[src/rtl/alu_ext_pkg.sv]
// alu_ext_pkg: op encodings, FSM states and op classification helpers for alu_ext
package alu_ext_pkg;
  typedef enum logic [2:0] {IDLE, EXEC, ITER, FIX, DONE} state_t;
  localparam logic [5:0] OP_ADD = 6'b000000, OP_SUB = 6'b001000, OP_SLL = 6'b000001;
  localparam logic [5:0] OP_SLT = 6'b000010, OP_SLTU = 6'b000011, OP_XOR = 6'b000100;
  localparam logic [5:0] OP_SRL = 6'b000101, OP_OR = 6'b000110, OP_AND = 6'b000111;
  localparam logic [5:0] OP_SRA = 6'b001101, OP_BEQ = 6'b010000, OP_BNE = 6'b010001;
  localparam logic [5:0] OP_BLT = 6'b010100, OP_BGE = 6'b010101, OP_BLTU = 6'b010110;
  localparam logic [5:0] OP_BGEU = 6'b010111;
  localparam logic [5:0] OP_MUL = 6'b100000, OP_MULH = 6'b100001, OP_MULHSU = 6'b100010;
  localparam logic [5:0] OP_MULHU = 6'b100011, OP_DIV = 6'b100100, OP_DIVU = 6'b100101;
  localparam logic [5:0] OP_REM = 6'b100110, OP_REMU = 6'b100111;
  function automatic logic is_m_op(input logic [5:0] op);
    return op[5:3] == 3'b100;
  endfunction
  function automatic logic is_valid_op(input logic [5:0] op, input logic en_m);
    return (op inside {OP_ADD, OP_SUB, OP_SLL, OP_SLT, OP_SLTU, OP_XOR, OP_SRL, OP_OR, OP_AND,
                       OP_SRA, OP_BEQ, OP_BNE, OP_BLT, OP_BGE, OP_BLTU, OP_BGEU})
           || (en_m && is_m_op(op));
  endfunction
endpackage

[src/rtl/alu_ext_if.sv]
// alu_ext_if: sequencer handshake bus; master drives available/op/in_a/in_b, slave returns out/busy/fault
interface alu_ext_if #(parameter int WIDTH = 32) ();
  logic available;
  logic [5:0] op;
  logic [WIDTH-1:0] in_a;
  logic [WIDTH-1:0] in_b;
  logic [WIDTH-1:0] out;
  logic busy;
  logic fault;
  modport master (output available, op, in_a, in_b, input out, busy, fault);
  modport slave (input available, op, in_a, in_b, output out, busy, fault);
endinterface

[src/rtl/mdu_iter.sv]
// mdu_iter: 1 bit/cycle shift-add multiply and restoring divide on magnitudes; ports clk, reset, start, op, a, b in; done, result out
module mdu_iter #(parameter int WIDTH = 32) (
  input  logic clk,
  input  logic reset,
  input  logic start,
  input  logic [2:0] op,
  input  logic [WIDTH-1:0] a,
  input  logic [WIDTH-1:0] b,
  output logic done,
  output logic [WIDTH-1:0] result
);
  localparam int CW = $clog2(WIDTH) + 1;
  logic [2:0] op_q;
  logic neg_a, neg_b, sa, sb, ge;
  logic [WIDTH-1:0] mb, hi, lo, rn, q, r;
  logic [WIDTH:0] sum, t;
  logic [2*WIDTH-1:0] p, p_step, sp;
  logic [CW-1:0] cnt;
  assign hi = p[2*WIDTH-1:WIDTH];
  assign lo = p[WIDTH-1:0];
  always_comb begin
    sa = op[2] ? !op[0] : op[1:0] != 2'b11;
    sb = op[2] ? !op[0] : !op[1];
    sum = {1'b0, hi} + (lo[0] ? {1'b0, mb} : '0);
    t = {hi, lo[WIDTH-1]};
    ge = t >= {1'b0, mb};
    rn = ge ? t[WIDTH-1:0] - mb : t[WIDTH-1:0];
    p_step = op_q[2] ? {rn, lo[WIDTH-2:0], ge} : {sum, lo[WIDTH-1:1]};
    sp = (neg_a ^ neg_b) ? -p : p;
    q = (neg_a ^ neg_b) ? -lo : lo;
    r = neg_a ? -hi : hi;
    result = !op_q[2] ? (op_q[1:0] == 2'b00 ? sp[WIDTH-1:0] : sp[2*WIDTH-1:WIDTH])
           : op_q[1] ? r : (mb == '0 ? '1 : q);
    done = cnt == CW'(1);
  end
  always_ff @(posedge clk or posedge reset)
    if (reset) begin
      op_q <= '0;
      neg_a <= 1'b0;
      neg_b <= 1'b0;
      mb <= '0;
      p <= '0;
      cnt <= '0;
    end else if (start) begin
      op_q <= op;
      neg_a <= sa && a[WIDTH-1];
      neg_b <= sb && b[WIDTH-1];
      mb <= (sb && b[WIDTH-1]) ? -b : b;
      p <= {{WIDTH{1'b0}}, (sa && a[WIDTH-1]) ? -a : a};
      cnt <= CW'(WIDTH);
    end else if (cnt != '0) begin
      p <= p_step;
      cnt <= cnt - 1'b1;
    end
endmodule

[src/rtl/alu_ext.sv]
// alu_ext: RV32I/E ALU plus optional iterative RV32M; ports clk, reset and an alu_ext_if slave (available/op/in_a/in_b in, out/busy/fault out)
module alu_ext #(
  parameter int WIDTH = 32,
  parameter bit ENABLE_M = 1
) (
  input logic clk,
  input logic reset,
  alu_ext_if.slave bus
);
  import alu_ext_pkg::*;
  localparam int SW = $clog2(WIDTH);
  state_t state, state_n;
  logic [5:0] op_q;
  logic [WIDTH-1:0] a_q, b_q, out_q, out_n, base_res, m_res;
  logic fault_q, fault_n, m_start, m_done, lt, ltu;
  logic [SW-1:0] sh;
  always_comb begin
    sh = b_q[SW-1:0];
    lt = $signed(a_q) < $signed(b_q);
    ltu = a_q < b_q;
    case (op_q)
      OP_ADD:  base_res = a_q + b_q;
      OP_SUB:  base_res = a_q - b_q;
      OP_SLL:  base_res = a_q << sh;
      OP_SRL:  base_res = a_q >> sh;
      OP_SRA:  base_res = $signed(a_q) >>> sh;
      OP_XOR:  base_res = a_q ^ b_q;
      OP_OR:   base_res = a_q | b_q;
      OP_AND:  base_res = a_q & b_q;
      OP_SLT, OP_BLT:   base_res = WIDTH'(lt);
      OP_SLTU, OP_BLTU: base_res = WIDTH'(ltu);
      OP_BGE:  base_res = WIDTH'(!lt);
      OP_BGEU: base_res = WIDTH'(!ltu);
      OP_BEQ:  base_res = WIDTH'(a_q == b_q);
      OP_BNE:  base_res = WIDTH'(a_q != b_q);
      default: base_res = '0;
    endcase
  end
  always_comb begin
    state_n = state;
    out_n = out_q;
    fault_n = fault_q;
    m_start = 1'b0;
    case (state)
      IDLE: if (bus.available) begin
        if (!is_valid_op(bus.op, ENABLE_M)) begin
          fault_n = 1'b1;
          state_n = DONE;
        end else if (is_m_op(bus.op)) begin
          m_start = 1'b1;
          state_n = ITER;
        end else state_n = EXEC;
      end
      EXEC: begin
        out_n = base_res;
        state_n = DONE;
      end
      ITER: state_n = m_done ? FIX : ITER;
      FIX: begin
        out_n = m_res;
        state_n = DONE;
      end
      DONE: if (!bus.available) begin
        fault_n = 1'b0;
        state_n = IDLE;
      end
      default: state_n = IDLE;
    endcase
  end
  always_ff @(posedge clk or posedge reset)
    if (reset) begin
      state <= IDLE;
      out_q <= '0;
      fault_q <= 1'b0;
      op_q <= '0;
      a_q <= '0;
      b_q <= '0;
    end else begin
      state <= state_n;
      out_q <= out_n;
      fault_q <= fault_n;
      if (state == IDLE && bus.available) begin
        op_q <= bus.op;
        a_q <= bus.in_a;
        b_q <= bus.in_b;
      end
    end
  assign bus.out = out_q;
  assign bus.fault = fault_q;
  assign bus.busy = state inside {EXEC, ITER, FIX};
  if (ENABLE_M) begin : g_m
    mdu_iter #(.WIDTH(WIDTH)) u_mdu (
      .clk(clk), .reset(reset), .start(m_start), .op(bus.op[2:0]),
      .a(bus.in_a), .b(bus.in_b), .done(m_done), .result(m_res)
    );
  end else begin : g_nm
    assign m_done = 1'b0;
    assign m_res = '0;
  end
endmodule

[src/flat_wrapper.sv]
// flat-port wrapper written by rule: the top's interface ports become plain ports
module alu_ext_flat import alu_ext_pkg::*;
#(
  parameter int WIDTH = 32,
  parameter bit ENABLE_M = 1
)
  (clk, reset, bus_available, bus_op, bus_in_a, bus_in_b, bus_out, bus_busy, bus_fault);
  alu_ext_if #(.WIDTH(WIDTH)) bus_i ();
  input logic clk;
  input logic reset;
  input wire logic [$bits(bus_i.available)-1:0] bus_available;
  input wire logic [$bits(bus_i.op)-1:0] bus_op;
  input wire logic [$bits(bus_i.in_a)-1:0] bus_in_a;
  input wire logic [$bits(bus_i.in_b)-1:0] bus_in_b;
  output wire logic [$bits(bus_i.out)-1:0] bus_out;
  output wire logic [$bits(bus_i.busy)-1:0] bus_busy;
  output wire logic [$bits(bus_i.fault)-1:0] bus_fault;
  assign bus_i.available = bus_available;
  assign bus_i.op = bus_op;
  assign bus_i.in_a = bus_in_a;
  assign bus_i.in_b = bus_in_b;
  assign bus_out = bus_i.out;
  assign bus_busy = bus_i.busy;
  assign bus_fault = bus_i.fault;
  alu_ext #(.WIDTH(WIDTH), .ENABLE_M(ENABLE_M)) u_core (.clk(clk), .reset(reset), .bus(bus_i));
endmodule
[config.mk]
export PLATFORM = sky130hd
export DESIGN_NAME = alu_ext_flat
export DESIGN_NICKNAME = d
export VERILOG_FILES = /design/src/rtl/alu_ext_pkg.sv /design/src/rtl/alu_ext_if.sv /design/src/rtl/mdu_iter.sv /design/src/rtl/alu_ext.sv /design/src/flat_wrapper.sv
export SDC_FILE = /design/constraint.sdc
export NUM_CORES = 1
export LEC_CHECK = 0
export ABC_CLOCK_PERIOD_IN_PS = 9400
export CORE_MARGIN = 4
export CORE_UTILIZATION = 35
export CTS_CLUSTER_DIAMETER = 200
export DETAILED_ROUTE_END_ITERATION = 8
export PLACE_DENSITY = 0.62
export SYNTH_ARGS = -nofsm -noshare
export SYNTH_HDL_FRONTEND = slang
export SYNTH_SLANG_ARGS = --single-unit
[constraint.sdc]
create_clock -name clk -period 9.4 [get_ports clk]
set_input_delay 1.88 -clock clk [delete_from_list [all_inputs] [get_ports clk]]
set_output_delay 1.88 -clock clk [all_outputs]
set_load 0.005 [all_outputs]
## Word-level counts from Yosys, hierarchy flattened

Index checks and enable logic that the tools add are counted.

- Reductions and logical operators: 24
- Equality and inequality tests: 42
- Bitwise logic cells: 4
- Shift-type cells: 3
- $lt $le $gt $ge: 3
- Add/sub/neg operators: 10
- Multiplexer cells: 34

Operators by type and width:

| operator | count |
|---|---|
| $pmux W32 S14 | 1 |
| $mux W32 | 10 |
| $mux W64 | 4 |
| $neg A32 Y32 | 4 |
| $eq A6 B5 Y1 const B | 12 |
| $lt A32 B32 Y1 | 2 |
| $neg A64 Y64 | 1 |
| $pmux W32 S2 | 1 |
| $sub A32 B32 Y32 | 2 |
| $eq A6 B3 Y1 const B | 8 |
| $add A32 B32 Y33 | 1 |
| $ge A33 B32 Y1 | 1 |
| $add A32 B32 Y32 | 1 |
| $and A32 B32 Y32 | 1 |
| $eq A32 B32 Y1 | 1 |
| $logic_not A32 Y1 | 1 |
| $ne A32 B32 Y1 | 1 |
| $or A32 B32 Y32 | 1 |
| $shl A32 B5 Y32 | 1 |
| $shr A32 B5 Y32 | 1 |
| $sshr A32 B5 Y32 | 1 |
| $xor A32 B32 Y32 | 1 |
| $eq A6 B2 Y1 const B | 4 |
| $eq A6 B4 Y1 const B | 4 |
| other kinds (26) | 55 |

- Register bits: 213
- Output and inout port bits: 34
- Input bits: 73

## Longest topological paths before layout

- Depth in word-level cells: 7
- Gate-level depth with buffers: 16

## Modules after synthesis

A second synthesis with hierarchy kept.

- Cell total of the unflattened synthesis: 3492
- Area total of the unflattened synthesis: 26208.9 sq um

By module, submodules not included:

| module | times used | cells an instance | area an instance (sq um) | sequential area each (sq um) |
|---|---|---|---|---|
| alu_ext | 1 | 1770 | 13451.7 | 2652.5 |
| mdu_iter | 1 | 1722 | 12757.2 | 2677.6 |

## Worst setup path before layout

Ideal clock, no wire load.

- Path type: register to register
- Start: reg u_core.b_q[1]
- End: reg u_core.out_q[0] (netlist: u_core.bus.out[0])
- Setup slack: 4866 ps
- Clock period less this slack: 4534 ps
- Cell stages (with the launch flop): 17
- Arrival: 4401 ps
- Cell sequence: dfrtp_1 > clkbuf_1 > inv_2 > buf_1 > buf_1 > clkbuf_1 > fa_1 > nand2b_1 > a221oi_1 > o221ai_1 > o31ai_1 > a221oi_1 > o22a_1 > o221a_2 > mux2i_1 > a2111oi_0 > nor2_1

- Word-level cells in the longest chain between the ends: 4

RTL lines:

| what | line | source |
|---|---|---|
| from (decl) | alu_ext.sv:14 | `logic [WIDTH-1:0] a_q, b_q, out_q, out_n, base_res, m_res;` |
| from (signal assigned) | alu_ext.sv:85 | `b_q <= bus.in_b;` |
| $lt A32 B32 Y1 (on tied branches) | alu_ext.sv:20, alu_ext.sv:19 |  |
| $logic_not A1 Y1 (on tied branches) | alu_ext.sv:33, alu_ext.sv:32 |  |
| $pmux W32 S14 * | alu_ext.sv:21 | `case (op_q)` |
| $pmux W32 S2 * | alu_ext.sv:44 | `case (state)` |
| to (signal assigned) | alu_ext.sv:80 | `out_q <= out_n;` |
| to (decl) | alu_ext.sv:14 |  |

Mark *: on every way between the ends. The rest lies on a longest branch, timed or not.
A chain may end at the register's enable or synchronous reset.

## Worst setup path after layout

- Start: reg u_core.b_q[3]
- End: reg u_core.out_q[31] (netlist: u_core.bus.out[31])

- Word-level cells in the longest chain between the ends: 3

RTL lines:

| what | line | source |
|---|---|---|
| $sub A32 B32 Y32 (tied with other cells) | alu_ext.sv:23 | `OP_SUB: base_res = a_q - b_q;` |
| $pmux W32 S14 * | alu_ext.sv:21 |  |
| $pmux W32 S2 * | alu_ext.sv:44 |  |

Marked as above.

==> summary.txt <==
Logic synthesis
  • Multiplexer share of the synthesized area: roughly 8.3%
  • Simple logic cell fraction of the synthesized area: a little under a fifth
  • Syn Std Cell Area: around 0.025 mm^2
  • Post-synthesis xor/xnor area fraction: between 7 and 8%
  • Count of cell types in the netlist: 90
  • Register area share after synthesis: 20.9%
  • Post-synth net total: between 3000 and 4000
  • Adder-Cell Fraction of Synth Area: around 8.9%
  • Syn avg cell area: about 7.4 um^2
  • Largest family of logic cells by synthesized area: compound AO/OA/AOI/OAI gates
  • EDFF count, synth: 0
  • Count of yosys warnings during synthesis: 0
  • Top_reg_cell synth: dfrtp_1
  • FFs w/ async S/R, synth: 100%
  • Register bit count reported by yosys: between 200 and 250
  • Post-Syn Instances: 3425
  • Synth Area in Compound Gates: between 20 and 30%

Clock tree
  • CTS tree: done
  • Clock sinks: roughly 210
  • Root buf cell: clkbuf_16
  • CTS H-tree depth: 1
  • Worst skew pair latency: ~600 ps
  • CTS max path bufs: 3
  • Num CTS Buffers: 29
  • Setup Fix Bufs, Post-CTS: 0
  • Post-CTS Hold Fix Bufs: 0
  • Post-CTS Resized: 0
  • Clock transition at path regs: approximately 60 ps

Power
  • NetSw: about 5.3 mW
  • Internal power: about 4.7 mW
  • Peak supply drop: 0.000148 V
  • PwrDens: ~350 mW/mm^2
  • Switching Fraction: between 50% and 60%
  • Sequential power share: between 20% and 30%
  • Clock power frac: 12.8%
  • Leakage: between 10 and 15 nW
  • Comb power frac: around 66%

Final layout
  • Commonest non-fill, non-tap cell in the layout: o21ai_0
  • Synthesis-to-finish area growth: 11.0%
  • Layout Nets: ~3600
  • Layout cells sized above 1: 6.21%
  • Most frequent cells in the layout: o21ai_0, nand2_1, nor2_1, a21oi_1, dfrtp_1

Hold path
  • Worst Hold Class: flop to flop
  • Worst hold path cell count: 2

Worst setup path
  • Max FO, Critical Path: between 80 and 90
  • CP Launch Type: flop
  • Worst path max stage delay: just over 900 ps
  • Critical Path Sink Type: flop
  • Worst r2r path cells: 12
  • Worst-path cell with the longest stage delay: clkinv_1
  • CP arrival: roughly 6200 ps
  • CP required: about 9800 ps
  • WS Path Type: flop to flop
  • Cell Chain, Critical Path: buf_4, clkinv_1, ha_1, and3_1, a221oi_1, a221oi_1, o21ai_0, o21ai_0, a31oi_1, o41ai_1, a2111o_1, o311ai_0

Drt
  • Vias: between 20000 and 30000
  • DR vias/cell: 6.21
  • Detailed Routing Iterations Pass 1: 8
  • Wire length on met1: around 46000 um
  • Drt drc: 2
  • Routed wl met2: between 40000 and 50000 um
  • Final WL: 112000 um
  • Wirelength per Cell: between 20 and 30 um
  • Initial DRC Count: ~3900
  • Top Metal Used: met5
  • ANT nets after route: 0
  • Metal3 WL: ~10000 um

Timing
  • Unrepaired setup endpoints after global routing: no
  • Final setup fails: 0
  • Slew margin rel.: between 10 and 15%
  • Final Hold Vio Count: 0
  • F_max: roughly 0.17 GHz
  • Min Tclk post-route: 5810 ps
  • Final clock skew: approximately 32 ps
  • Final setup TNS: 0 ps
  • Worst-Margin Slew: 1280 ps
  • Period utilization: a little over 60%
  • Slew Limit Fails: 0
  • Hold WS: 468 ps

Floorplan
  • Die W: roughly 280 um
  • Die Ht: between 200 and 300 um
  • Area of the core: 0.0719 mm^2
  • # IOs: ~110
  • Die footprint: between 0.07 and 0.08 mm^2
  • # rows: a little under 100
  • Initial Util: 35.5%

Global routing
  • Initial antenna violation count: 3
  • Pin count of the biggest net entering global routing: 88
  • Vias in the first global route: around 25000
  • First-pass GRT wire length: roughly 170000 um
  • Gr usage total: about 28%
  • Gr ovfl total: 0

Job
  • Max cap viols: 0

Run status
  • Status: finished with violations
  • Failing checks: DRC

Placed design
  • Detail Placement HPWL: about 86000 um
  • IO buf count: between 100 and 150
  • RD Place Congestion: roughly 1.0
## worst max-delay path, delay by kind of cell (launching register included)
family                     cells  cell delay (ps)
AOI/OAI and AO/OA              8             2780
buffers and inverters          2             1540
adders and majority gates      1              740
DFF                            1              340
and+or+nand+nor                1              190
## stage by stage
stage / instances / total power, mW / area [um^2] / worst slack, ps / utilization, %
2_1_floorplan: 3425 / 6.44 / 25500 / 1700 / -
3_3_place_gp: 4275 / 8.47 / 27200 / 3850 / 37.8
3_5_place_dp: 4275 / 8.48 / 27200 / 3860 / 37.8
4_1_cts: 4329 / 9.80 / 28300 / 3860 / 39.4
5_1_grt: 4329 / 10.6 / 28300 / 3370 / 39.4
6_report: 4331 / 9.96 / 28300 / 3590 / 39.4
## Yosys cell counts (19+ instances only)
master / n / area [um^2]
a21oi_1: 259 / 1300
mux2i_1: 98 / 981
ha_1: 174 / 2180
o21bai_1: 21 / 158
a211oi_1: 59 / 443
nand2b_1: 33 / 206
nand2_1: 369 / 1390
xor2_1: 114 / 998
nor2b_1: 25 / 156
xnor2_1: 112 / 981
mux4_2: 34 / 766
inv_1: 157 / 589
nor2_1: 324 / 1220
nor4_1: 33 / 206
or3_1: 23 / 144
o211ai_1: 79 / 593
and2_1: 21 / 131
mux2_2: 32 / 360
dfrtp_1: 213 / 5330
buf_1: 26 / 97.6
o21ai_0: 383 / 1920
o31ai_1: 39 / 293
and3_1: 20 / 125
a21o_1: 61 / 458
clkbuf_1: 221 / 830
nand3_1: 42 / 210
o22ai_1: 19 / 119
a31oi_1: 52 / 325
a221oi_1: 34 / 298
nor3_1: 84 / 420
## power groups by stage
stage,sequential (mW),combinational [mW],clock (mW)
floorplan,1.58,4.86,0
global placement,2.11,6.35,0
detailed placement,2.12,6.36,0
CTS,2.10,6.39,1.30
global route,2.16,7.12,1.33
finish,2.14,6.53,1.28
## path summary, 6_finish.rpt
check,start,end,slack [ps]
setup / recovery,u_core.b_q[3]$_DFFE_PP0P_,u_core.bus.out[31]$_DFFE_PP0P_,3590
hold / removal,u_core.bus.out[3]$_DFFE_PP0P_,u_core.bus.out[3]$_DFFE_PP0P_,470
setup reg to reg,u_core.b_q[3]$_DFFE_PP0P_,u_core.bus.out[31]$_DFFE_PP0P_,3590
hold reg to reg,u_core.bus.out[3]$_DFFE_PP0P_,u_core.bus.out[3]$_DFFE_PP0P_,470
max in group asynchronous,reset,u_core.g_m.u_mdu.p[27]$_DFFE_PP0P_,6020
min in group asynchronous,reset,u_core.g_m.u_mdu.p[48]$_DFFE_PP0P_,1920
## final cells by class
cell class,count,area [um^2]
inverter,161,612
antenna,2,5.00
tap,950,1190
fill,7515,43600
multi-input combinational,2796,18600
clock buffer,36,802
clock inverter,18,290
sequential,213,5340
timing repair buffer,155,1430
## registers in the layout, summed over array words and instances, names as in the netlist
name                    flops
u_core.b_q                 32
u_core.bus.fault            1
u_core.g_m.u_mdu.p         64
u_core.a_q                 32
u_core.state                3
u_core.g_m.u_mdu.neg_b      1
u_core.g_m.u_mdu.cnt        6
u_core.bus.out             32
u_core.op_q                 6
u_core.g_m.u_mdu.op_q       3
u_core.g_m.u_mdu.mb        32
u_core.g_m.u_mdu.neg_a      1
## logic make-up after synthesis
family          Yosys count
xor+xnor                226
flops                   213
fa+ha+maj               178
mux                     164
compound gates         1178
simple gates           1050
buf+inv                 416
## per-layer routing
metal | track usage (%) | vias to the layer above
met1 | 36.9 | 12800
met3 | 4.98 | 312
met4 | 15.8 | 6
met5 | 0 | -
li1 | - | 12300
met2 | 41.9 | 1446
(Power assumes the default switching activity.)
